<file path="config.mk">
export PLATFORM = sky130hd
export DESIGN_NAME = config_chain_loader
export DESIGN_NICKNAME = d
export VERILOG_FILES = /design/src/rtl/config_chain_loader.sv
export SDC_FILE = /design/constraint.sdc
export NUM_CORES = 1
export LEC_CHECK = 0
export BUFFER_PORTS_ARGS = -buffer_cell sky130_fd_sc_hd__buf_4
export CELL_PAD_IN_SITES_DETAIL_PLACEMENT = 0
export CELL_PAD_IN_SITES_GLOBAL_PLACEMENT = 1
export CORE_MARGIN = 1.5
export CORE_UTILIZATION = 45
export CTS_CLUSTER_SIZE = 25
export DETAILED_ROUTE_END_ITERATION = 10
export GPL_TIMING_DRIVEN = 0
export PLACE_DENSITY = 0.88
export SYNTH_ARGS = -nofsm -noshare
export SYNTH_HDL_FRONTEND = slang
export SYNTH_SLANG_ARGS = --single-unit
</file>
<file path="constraint.sdc">
create_clock -name clk -period 3.5 [get_ports clk]
set_input_delay 0.7 -clock clk [delete_from_list [all_inputs] [get_ports clk]]
set_output_delay 0.7 -clock clk [all_outputs]
set_load 0.01 [all_outputs]
</file>
<file path="src/rtl/config_chain_loader.sv">
// Serial configuration-chain loader: clears the chain, then shifts host words in LSB-first.
// Optional build macro CFG_READBACK_EN adds a readback collector on cfg_return (rb_word/rb_valid).
module config_chain_loader #(
    parameter int CHAIN_LEN = 64,
    parameter int WORD      = 32
) (
    input  logic            clk,
    input  logic            reset,
    input  logic            start,
    input  logic [WORD-1:0] word_in,
    input  logic            word_valid,
    output logic            word_ready,
    output logic            cfg_reset,
    output logic            cfg_shift,
    output logic            cfg_data,
    input  logic            cfg_return,
    output logic            busy,
    output logic            done
`ifdef CFG_READBACK_EN
    ,
    output logic [WORD-1:0] rb_word,
    output logic            rb_valid
`endif
);

    localparam int RW = $clog2(CHAIN_LEN + 1);
    localparam int BW = $clog2(WORD + 1);
    localparam logic [RW-1:0] R_ONE  = RW'(1);
    localparam logic [RW-1:0] R_FULL = RW'(CHAIN_LEN);
    localparam logic [BW-1:0] B_ONE  = BW'(1);
    localparam logic [BW-1:0] B_FULL = BW'(WORD);

    typedef enum logic [2:0] {IDLE, CLEAR, LOAD, SHIFT, DONE} state_t;

    state_t          state;
    logic [RW-1:0]   remaining;
    logic [BW-1:0]   bits_left;
    logic [WORD-1:0] shift_reg;

    always_ff @(posedge clk or negedge reset) begin
        if (!reset) begin
            state      <= IDLE;
            remaining  <= '0;
            bits_left  <= '0;
            shift_reg  <= '0;
            word_ready <= 1'b0;
            cfg_reset  <= 1'b0;
            cfg_shift  <= 1'b0;
            cfg_data   <= 1'b0;
            busy       <= 1'b0;
            done       <= 1'b0;
        end else begin
            cfg_reset <= 1'b0;
            done      <= 1'b0;
            case (state)
                IDLE: begin
                    if (start) begin
                        state     <= CLEAR;
                        busy      <= 1'b1;
                        cfg_reset <= 1'b1;
                    end
                end
                CLEAR: begin
                    state      <= LOAD;
                    remaining  <= R_FULL;
                    word_ready <= 1'b1;
                end
                LOAD: begin
                    if (word_valid && word_ready) begin
                        state      <= SHIFT;
                        word_ready <= 1'b0;
                        shift_reg  <= word_in;
                        bits_left  <= B_FULL;
                        cfg_shift  <= 1'b1;
                        cfg_data   <= word_in[0];
                    end
                end
                SHIFT: begin
                    shift_reg <= shift_reg >> 1;
                    bits_left <= bits_left - B_ONE;
                    if (remaining != '0)
                        remaining <= remaining - R_ONE;
                    // Chain end takes priority over word end so a partial last word is cut short.
                    if (remaining <= R_ONE) begin
                        state     <= DONE;
                        done      <= 1'b1;
                        cfg_shift <= 1'b0;
                        cfg_data  <= 1'b0;
                    end else if (bits_left == B_ONE) begin
                        state      <= LOAD;
                        word_ready <= 1'b1;
                        cfg_shift  <= 1'b0;
                        cfg_data   <= 1'b0;
                    end else begin
                        cfg_data <= shift_reg[1];
                    end
                end
                DONE: begin
                    state <= IDLE;
                    busy  <= 1'b0;
                end
                default: state <= IDLE;
            endcase
        end
    end

`ifdef CFG_READBACK_EN
    logic [WORD-1:0] rb_col;
    logic [WORD-1:0] rb_next;
    logic [BW-1:0]   rb_cnt;

    always_comb begin
        rb_next = rb_col | ({{(WORD-1){1'b0}}, cfg_return} << rb_cnt);
    end

    // cfg_return is sampled on the same edge the chain shifts, i.e. the bit leaving the far end.
    always_ff @(posedge clk or negedge reset) begin
        if (!reset) begin
            rb_col   <= '0;
            rb_cnt   <= '0;
            rb_word  <= '0;
            rb_valid <= 1'b0;
        end else begin
            rb_valid <= 1'b0;
            if (state == CLEAR) begin
                rb_col <= '0;
                rb_cnt <= '0;
            end else if (cfg_shift) begin
                if (rb_cnt == B_FULL - B_ONE || remaining == R_ONE) begin
                    rb_word  <= rb_next;
                    rb_valid <= 1'b1;
                    rb_col   <= '0;
                    rb_cnt   <= '0;
                end else begin
                    rb_col <= rb_next;
                    rb_cnt <= rb_cnt + B_ONE;
                end
            end
        end
    end
`else
    logic unused_cfg_return;
    assign unused_cfg_return = cfg_return;
`endif

endmodule

</file>
# Word level (Yosys, flattened, before mapping)
# Cells that the tools add are included.
classes:
  addsub: 2
  magnitude_cmp: 1
  eq_ne: 11
  muxes: 29
  n_reduce_logical: 13
ops:
  columns: ["op", "n"]
  rows:
  - ["$pmux W32 S2", 1]
  - ["$mux W32", 1]
  - ["$mux W1", 14]
  - ["$pmux W7 S2", 1]
  - ["$mux W3", 4]
  - ["$pmux W3 S4", 1]
  - ["$pmux W6 S2", 1]
  - ["$ne A2 B2 Y1 const B", 5]
  - ["$le A7 B1 Y1 const B", 1]
  - ["$mux W7", 1]
  - ["$reduce_bool A7 Y1", 1]
  - ["$sub A7 B1 Y7 const B", 1]
  - ["$eq A3 B2 Y1 const B", 2]
  - ["$eq A6 B1 Y1 const B", 1]
  - ["$mux W6", 1]
  - ["$pmux W1 S2", 3]
  - ["$reduce_and A2 Y1", 3]
  - ["$reduce_and A3 Y1", 2]
  - ["$reduce_bool A2 Y1", 3]
  - ["$sub A6 B1 Y6 const B", 1]
  - ["$reduce_and A4 Y1", 1]
  - ["$eq A3 B1 Y1 const B", 1]
  - ["$eq A3 B3 Y1 const B", 1]
  - ["$logic_not A3 Y1", 1]
  - ["other kinds (4)", 4]
totals:
  register_bits: 54
  input_bits: 37
  output_inout_bits: 6
  elab_cells: 66

# Logic depth before layout (Yosys ltp)
# Gate-level depths: netlist of run 1.
depth:
  depth_word: 4
  mapped_depth: 6
  mapped_depth_nobuf: 6

# Worst setup path after synthesis of run 1
# No wires, ideal clock.
synth_path:
  path_type: "input port to flip-flop"
  start: "input word_valid"
  end: "register shift_reg[24]"
  setup_time_ns: 0.127
  t_arrival_ns: 1.538
  t_required_ns: 3.373
  slack_ns: 1.835
  cell_stages: 5
  path_buffers: 1
  path_cell_list: "a21oi_1 or2_2 buf_2 a222oi_1 inv_1"
synth_via:
  elab_chain_cells: 3
synth_rtl:
  columns: ["element", "line", "source"]
  rows:
  - ["start: declaration", "11", "input logic word_valid,"]
  - ["$logic_and A1 B1 Y1", "69", "if (word_valid && word_ready) begin"]
  - ["$ne A2 B2 Y1 (no line)", null, null]
  - ["$reduce_and A2 Y1 (no line)", null, null]
  - ["end signal: assignment", "72", "shift_reg <= word_in;"]
  - ["end signal: assignment", "79", "shift_reg <= shift_reg >> 1;"]
  - ["end: declaration", "38", "logic [WORD-1:0] shift_reg;"]
# No other way between the ends.
# A chain may end at the register's enable or synchronous reset.

# Worst setup path after layout of run 1
layout_path:
  start: "register remaining[3]"
  end: "register word_ready"
layout_via:
  elab_chain_cells: 3
layout_rtl:
  columns: ["element", "line", "source"]
  rows:
  - ["start: declaration", "36", "logic [RW-1:0] remaining;"]
  - ["start signal: assignment", "82", "remaining <= remaining - R_ONE;"]
  - ["$le A7 B1 Y1", "84", "if (remaining <= R_ONE) begin"]
  - ["$ne A2 B2 Y1 (no line)", null, null]
  - ["$reduce_and A4 Y1 (no line)", null, null]
  - ["end signal: assignment", "66", "word_ready <= 1'b1;"]
  - ["end signal: assignment", "71", "word_ready <= 1'b0;"]
  - ["end signal: assignment", "91", "word_ready <= 1'b1;"]
  - ["end: declaration", "12", "output logic word_ready,"]
# No other way between the ends.

==> results of run 1 <==
[path summary, 6_finish.rpt]
| path | start | to | depth (start not counted) |
|---|---|---|---|
| hold / removal | reset | cfg_reset | 1 |
| max in group asynchronous | reset | shift_reg[26] | 1 |
| setup reg to reg | remaining[3] | word_ready | 4 |
| setup / recovery | remaining[3] | word_ready | 4 |
| min in group clk | bits_left[5] | bits_left[5] | 1 |
| hold reg to reg | bits_left[5] | bits_left[5] | 1 |
[final cells by class]
type,instances,area [um^2]
Inverter,16,60.1
Clock buffer,5,68.8
Clock inverter,3,17.5
Sequential cell,53,1330
Tap cell,70,87.6
Timing Repair Buffer,41,308
Buffer,13,62.6
Fill cell,477,2230
Multi-Input combinational cell,161,948
[routing by layer]
metal | part of all wire, % | global-route usage [%] | up-vias | wire [um]
met2 | 44 | 28.1 | 38 | 2150
met1 | 50 | 25.5 | 880 | 2430
li1 | - | - | 949 | -
met3 | 4.5 | 6.59 | 5 | 219
met5 | 0 | 0 | - | 0
met4 | 0.87 | 3.89 | 0 | 42
[layout by cell type (no fill, tap or decap), types with 2 or more instances in the layout]
cell type	Yosys	layout
xor2_1	4	4
nand2b_1	2	2
a21oi_1	5	5
clkinv_2	0	2
ha_1	5	5
dfrtp_1	53	53
or4_1	2	2
xnor2_1	2	2
o21ai_0	7	7
clkbuf_8	0	5
nand2_1	11	11
inv_1	16	16
nor2_1	58	58
buf_2	8	8
and3b_1	2	2
o211ai_1	4	4
a222oi_1	10	10
o31ai_1	2	2
nor3_1	2	2
nand3b_1	2	2
or3_1	2	2
nand3_1	4	4
clkbuf_1	4	4
nor2b_1	3	3
buf_4	1	42
o22ai_1	21	21
[per-stage QoR]
stage / hold WS, ns / setup WS (ns)
2_1_floorplan: 0.404 / 1.83
3_3_place_gp: 0.479 / 1.61
3_5_place_dp: 0.480 / 1.58
4_1_cts: 0.445 / 1.66
5_1_grt: 0.461 / 1.50
6_report: 0.418 / 1.67
[cell families after synthesis]
logic type               Yosys count  share of synthesized area [%]
multiplexers                       1                          0.418
AND/OR/NAND/NOR                   93                           18.0
buffers and inverters             29                           5.11
flip-flops                        53                           55.3
adder cells (fa/ha/maj)            5                           2.61
XOR/XNOR                           6                           2.19
AO/OA/AOI/OAI                     56                           16.4
[where the power goes]
part           internal (W)  switching [W]  total, W  leakage [nW]
clock              0.000138       0.000197  0.000336        0.0439
sequential         0.000850       0.000167   0.00102         0.620
combinational      0.000348       0.000446  0.000794         0.704
[critical path, cell delays in order (launching register included)]
cell      delay (ns)
dfrtp_1         0.43
nor4_1          0.41
o211ai_1        0.26
or3b_2          0.49
o211a_1         0.13
==> run summary, run 1 <==
clk slew on worst S/H paths: 0.09 ns
sequential fraction of the synthesis area: 55.3%
Area Overhead vs Synth: 20.1%
layout cells sized above 1: 20.9%
crit path capture type: flop
VDD IR-drop max: 0.000319 V
critical path type: reg -> reg
Setup violations, final: 0
Initial Util: 46.9%
Hold-fix buffers, CTS: 0
height of the die: 76.0 um
Clock Tree Buf Depth: 2
period utilisation layout: 52.2%
Placer Congestion: 0.755
leading area contributor after synthesis: dfrtp_1
leakage power: 1.37 nW
initial DRC count: 119
diode count: 0
synthesized flop and latch total: 53
Synth top cells by count: nor2_1, dfrtp_1, o22ai_1
WP data required: 3.70 ns
root buffer cell: clkbuf_8
Placed Area: 2790 um^2
GRT overflow: 0
crit path DAT: 2.02 ns
die footprint: 5770 um^2
Primary FF master, synth: dfrtp_1
Site Rows: 26
Slew Viols, Final: 0
post-route cell area: 2880 um^2
Synthesized Nets: 285
# clock sinks: 53
Tot Pwr: 0.00215 W
Final Skew: 0.00647 ns
Final Non-Filler Cells: 362
Post-Route Utilization: 56.4%
CP max FO: 5
Placed Instances: 354
CTS H-tree lvls: 2
drt first pass iters: 4
Port Buffers: 41
Cell Pwr Density: 746 nW/um^2
Synth area leaders: dfrtp_1, nor2_1, o22ai_1
first-pass GRT wire length: 8440 um
CTS resizes: 0
core region area: 5110 um^2
setup tns final: 0 ns
vias: 1,872
clock latency on the worst-skew pair: 0.30 ns
CP Launch Type: flop
reg2reg setup slack: 1.67 ns
CTS tree: done
number of flip-flops in the largest register: 31
DPL Wire Length: 3420 um
CTS Buf Count: 5
I/O Pins: 43
Syn Area/Cell: 9.87 um^2
ANT nets after route: 0
RSZ-0062 raised after global routing: false
max-cap viol count: 0
Slew HR: 56.3%
status: completed
synth unique cells: 37
vias in the first global route: 1,810
Cells after Synth: 243
fin crit period: 1.83 ns
Hold WC Path Type: in -> async
synthesized area: 2400 um^2
DRC viols: 0
Die W: 76.0 um
GRT Overall Usage: 18.4%
Hold Vio Cnt, Final: 0
Worst-Margin Slew: 0.655 ns
Post-Route WL: 4840 um
Wirelength per Cell: 13.4 um
number of enable flip-flop cells after synthesis: 0
Yosys top cell area share: 55.3%
Final nets: 333
Synth async-reset ratio: 100%
most common cell in the netlist: nor2_1
Setup Fix Bufs, Post-CTS: 0
Vias/cell: 5.17
Highest Clock Rate: 0.548 GHz
antenna violations before repair: 0
YS warnings: 0
largest net degree at the start of global routing: 54
Power figures use the tool's default switching activity.
==> run 2: changes to the inputs <==
Settings changed: CORE_UTILIZATION 45 to 42, PLACE_DENSITY 0.88 to 0.83.
Clock period 3.5 ns to 1.74 ns, I/O delays scaled along.
==> run 2 against run 1 <==
Net effect: global-route usage down 0.93 points; maximum frequency up 9.2%; sequential cell count unchanged; die area up 6.9%; first-iteration DRC count up 29%; critical path depth unchanged; clock power up 100%; non-clock buffer count up 1; critical path type unchanged; critical endpoint is now bits_left[5]; largest cell class unchanged; largest power group unchanged.
==> run summary, run 2 (synthesized netlist as in run 1, its figures left out) <==
Placed Instances: 356 (was 354)
CTS tree: done (unchanged)
max-cap viol count: 0 (unchanged)
Final Non-Filler Cells: 364 (was 362)
ANT nets after route: 0 (unchanged)
Post-Route WL: 5030 um (was 4840 um)
delay-heaviest family, CP: simple AND/OR/NAND/NOR gates (unchanged)
Final Skew: 0.00489 ns (was 0.00647 ns)
Worst-Margin Slew: 0.660 ns (was 0.655 ns)
Area Overhead vs Synth: 22.8% (was 20.1%)
largest stage delay on the critical path: 0.45 ns (was 0.49 ns)
Tot Pwr: 0.00443 W (was 0.00215 W)
status: completed (unchanged)
drt first pass iters: 5 (was 4)
Cell Pwr Density: 1500 nW/um^2 (was 746 nW/um^2)
commonest non-fill, non-tap cell in the layout: nor2_1 (unchanged)
root buffer cell: clkbuf_8 (unchanged)
clk slew on worst S/H paths: 0.09 ns (about the same)
Critical Path, Cell by Cell: nand3b_4, or4_4, or3_1, mux2i_1 (was nor4_1, o211ai_1, or3b_2, o211a_1)
vias in the first global route: 1,854 (was 1,810)
leakage power: 1.40 nW (was 1.37 nW)
GRT overflow: 0 (unchanged)
die footprint: 6170 um^2 (was 5770 um^2)
Placed Area: 2800 um^2 (was 2790 um^2)
DPL Wire Length: 3450 um (was 3420 um)
Setup violations, final: 0 (unchanged)
RSZ-0062 raised after global routing: false (unchanged)
CTS H-tree lvls: 2 (unchanged)
antenna violations before repair: 0 (unchanged)
DRC viols: 0 (unchanged)
Hold WC Path Type: in -> async (unchanged)
Port Buffers: 41 (unchanged)
clock latency on the worst-skew pair: 0.30 ns (about the same)
GRT Overall Usage: 17.5% (was 18.4%)
CP max FO: 10 (was 5)
Clock Tree Buf Depth: 2 (unchanged)
vias: 1,917 (was 1,872)
period utilisation layout: 96.0% (was 52.2%)
Site Rows: 27 (was 26)
crit path capture type: flop (unchanged)
Hold-fix buffers, CTS: 0 (unchanged)
largest net degree at the start of global routing: 54 (unchanged)
height of the die: 78.6 um (was 76.0 um)
post-route cell area: 2940 um^2 (was 2880 um^2)
Final nets: 334 (was 333)
first-pass GRT wire length: 8390 um (was 8440 um)
Slew HR: 56.0% (was 56.3%)
Highest Clock Rate: 0.598 GHz (was 0.548 GHz)
Slew Viols, Final: 0 (unchanged)
commonest non-fill, non-tap cells in the layout: nor2_1, dfrtp_1, buf_4, o22ai_1, inv_1 (unchanged)
crit path DAT: 1.86 ns (was 2.02 ns)
critical path type: reg -> reg (unchanged)
Die W: 78.6 um (was 76.0 um)
Slowest-stage cell, CP: or4_4 (was or3b_2)
Initial Util: 43.5% (was 46.9%)
WP data required: 1.93 ns (was 3.70 ns)
Wirelength per Cell: 13.8 um (was 13.4 um)
Placer Congestion: 0.763 (was 0.755)
Vias/cell: 5.27 (was 5.17)
initial DRC count: 154 (was 119)
number of flip-flops in the largest register: 31 (unchanged)
diode count: 0 (unchanged)
# clock sinks: 53 (unchanged)
Hold Vio Cnt, Final: 0 (unchanged)
fin crit period: 1.67 ns (was 1.83 ns)
CP Launch Type: flop (unchanged)
CTS Buf Count: 5 (unchanged)
core region area: 5510 um^2 (was 5110 um^2)
layout cells sized above 1: 22.9% (was 20.9%)
WP buf/inv: 0 (unchanged)
I/O Pins: 43 (unchanged)
VDD IR-drop max: 0.000640 V (was 0.000319 V)
Fillers: 518 (was 477)
-- run 2: final timing paths --
path                              start            end  slack, ns  cells after the start
min in group clk            word_in[25]  shift_reg[25]       0.26                      3
setup / recovery               state[2]   bits_left[5]       0.07                      4
max in group asynchronous         reset  shift_reg[17]       1.23                      1
hold / removal                    reset      cfg_reset       0.07                      1
hold reg to reg            bits_left[5]   bits_left[5]       0.50                      1
setup reg to reg               state[2]   bits_left[5]       0.07                      4
-- run 2: layout make-up --
class / instances / area, um^2 / share of cell area, %
Timing Repair Buffer: 42 / 315 / 10.7
Tap cell: 72 / 90.1 / 3.06
Clock buffer: 7 / 86.3 / 2.93
Inverter: 16 / 60.1 / 2.04
Sequential cell: 53 / 1330 / 45.0
Buffer: 13 / 83.8 / 2.85
Multi-Input combinational cell: 161 / 982 / 33.4
-- run 2: report_power, final --
group / switching [W] / internal (W) / leakage, nW
Combinational: 0.000922 / 0.000755 / 0.731
Clock: 0.000371 / 0.000316 / 0.0443
Sequential: 0.000354 / 0.00171 / 0.620
Total: 0.00165 / 0.00278 / 1.40
-- run 2: routing by layer --
layer  wire length, um  track usage [%]  up-vias
li1                  -                -      949
met1              2430             24.2      916
met2              2250             27.0       48
met3               302             4.53        4
met4                41             4.82        0
met5                 0                0        -
-- run 2: worst register-to-register path, delay by kind of cell (launching register included) --
family / cells / cell delay, ns
and+or+nand+nor: 3 / 1.03
DFF: 1 / 0.40
muxes: 1 / 0.13
-- run 2: timing repair --
| action | in CTS | in global routing |
|---|---|---|
| resized for setup | 5 | 13 |
| endpoints found under the setup margin | 11 | 28 |
| buffers inserted | 1 | 0 |
| pin swaps | 1 | 1 |
-- run 2: per-stage QoR --
step	setup slack (ns)	utilization (%)	setup TNS [ns]	hold slack, ns
2_1_floorplan	0.108	-	0	0.0524
5_1_grt	0.00181	53.5	0	0.133
3_3_place_gp	-0.0993	50.8	-0.678	0.434
6_report	0.0690	53.5	0	0.0710
3_5_place_dp	-0.122	50.8	-1.05	0.431
4_1_cts	0.0124	52.9	0	0.0994
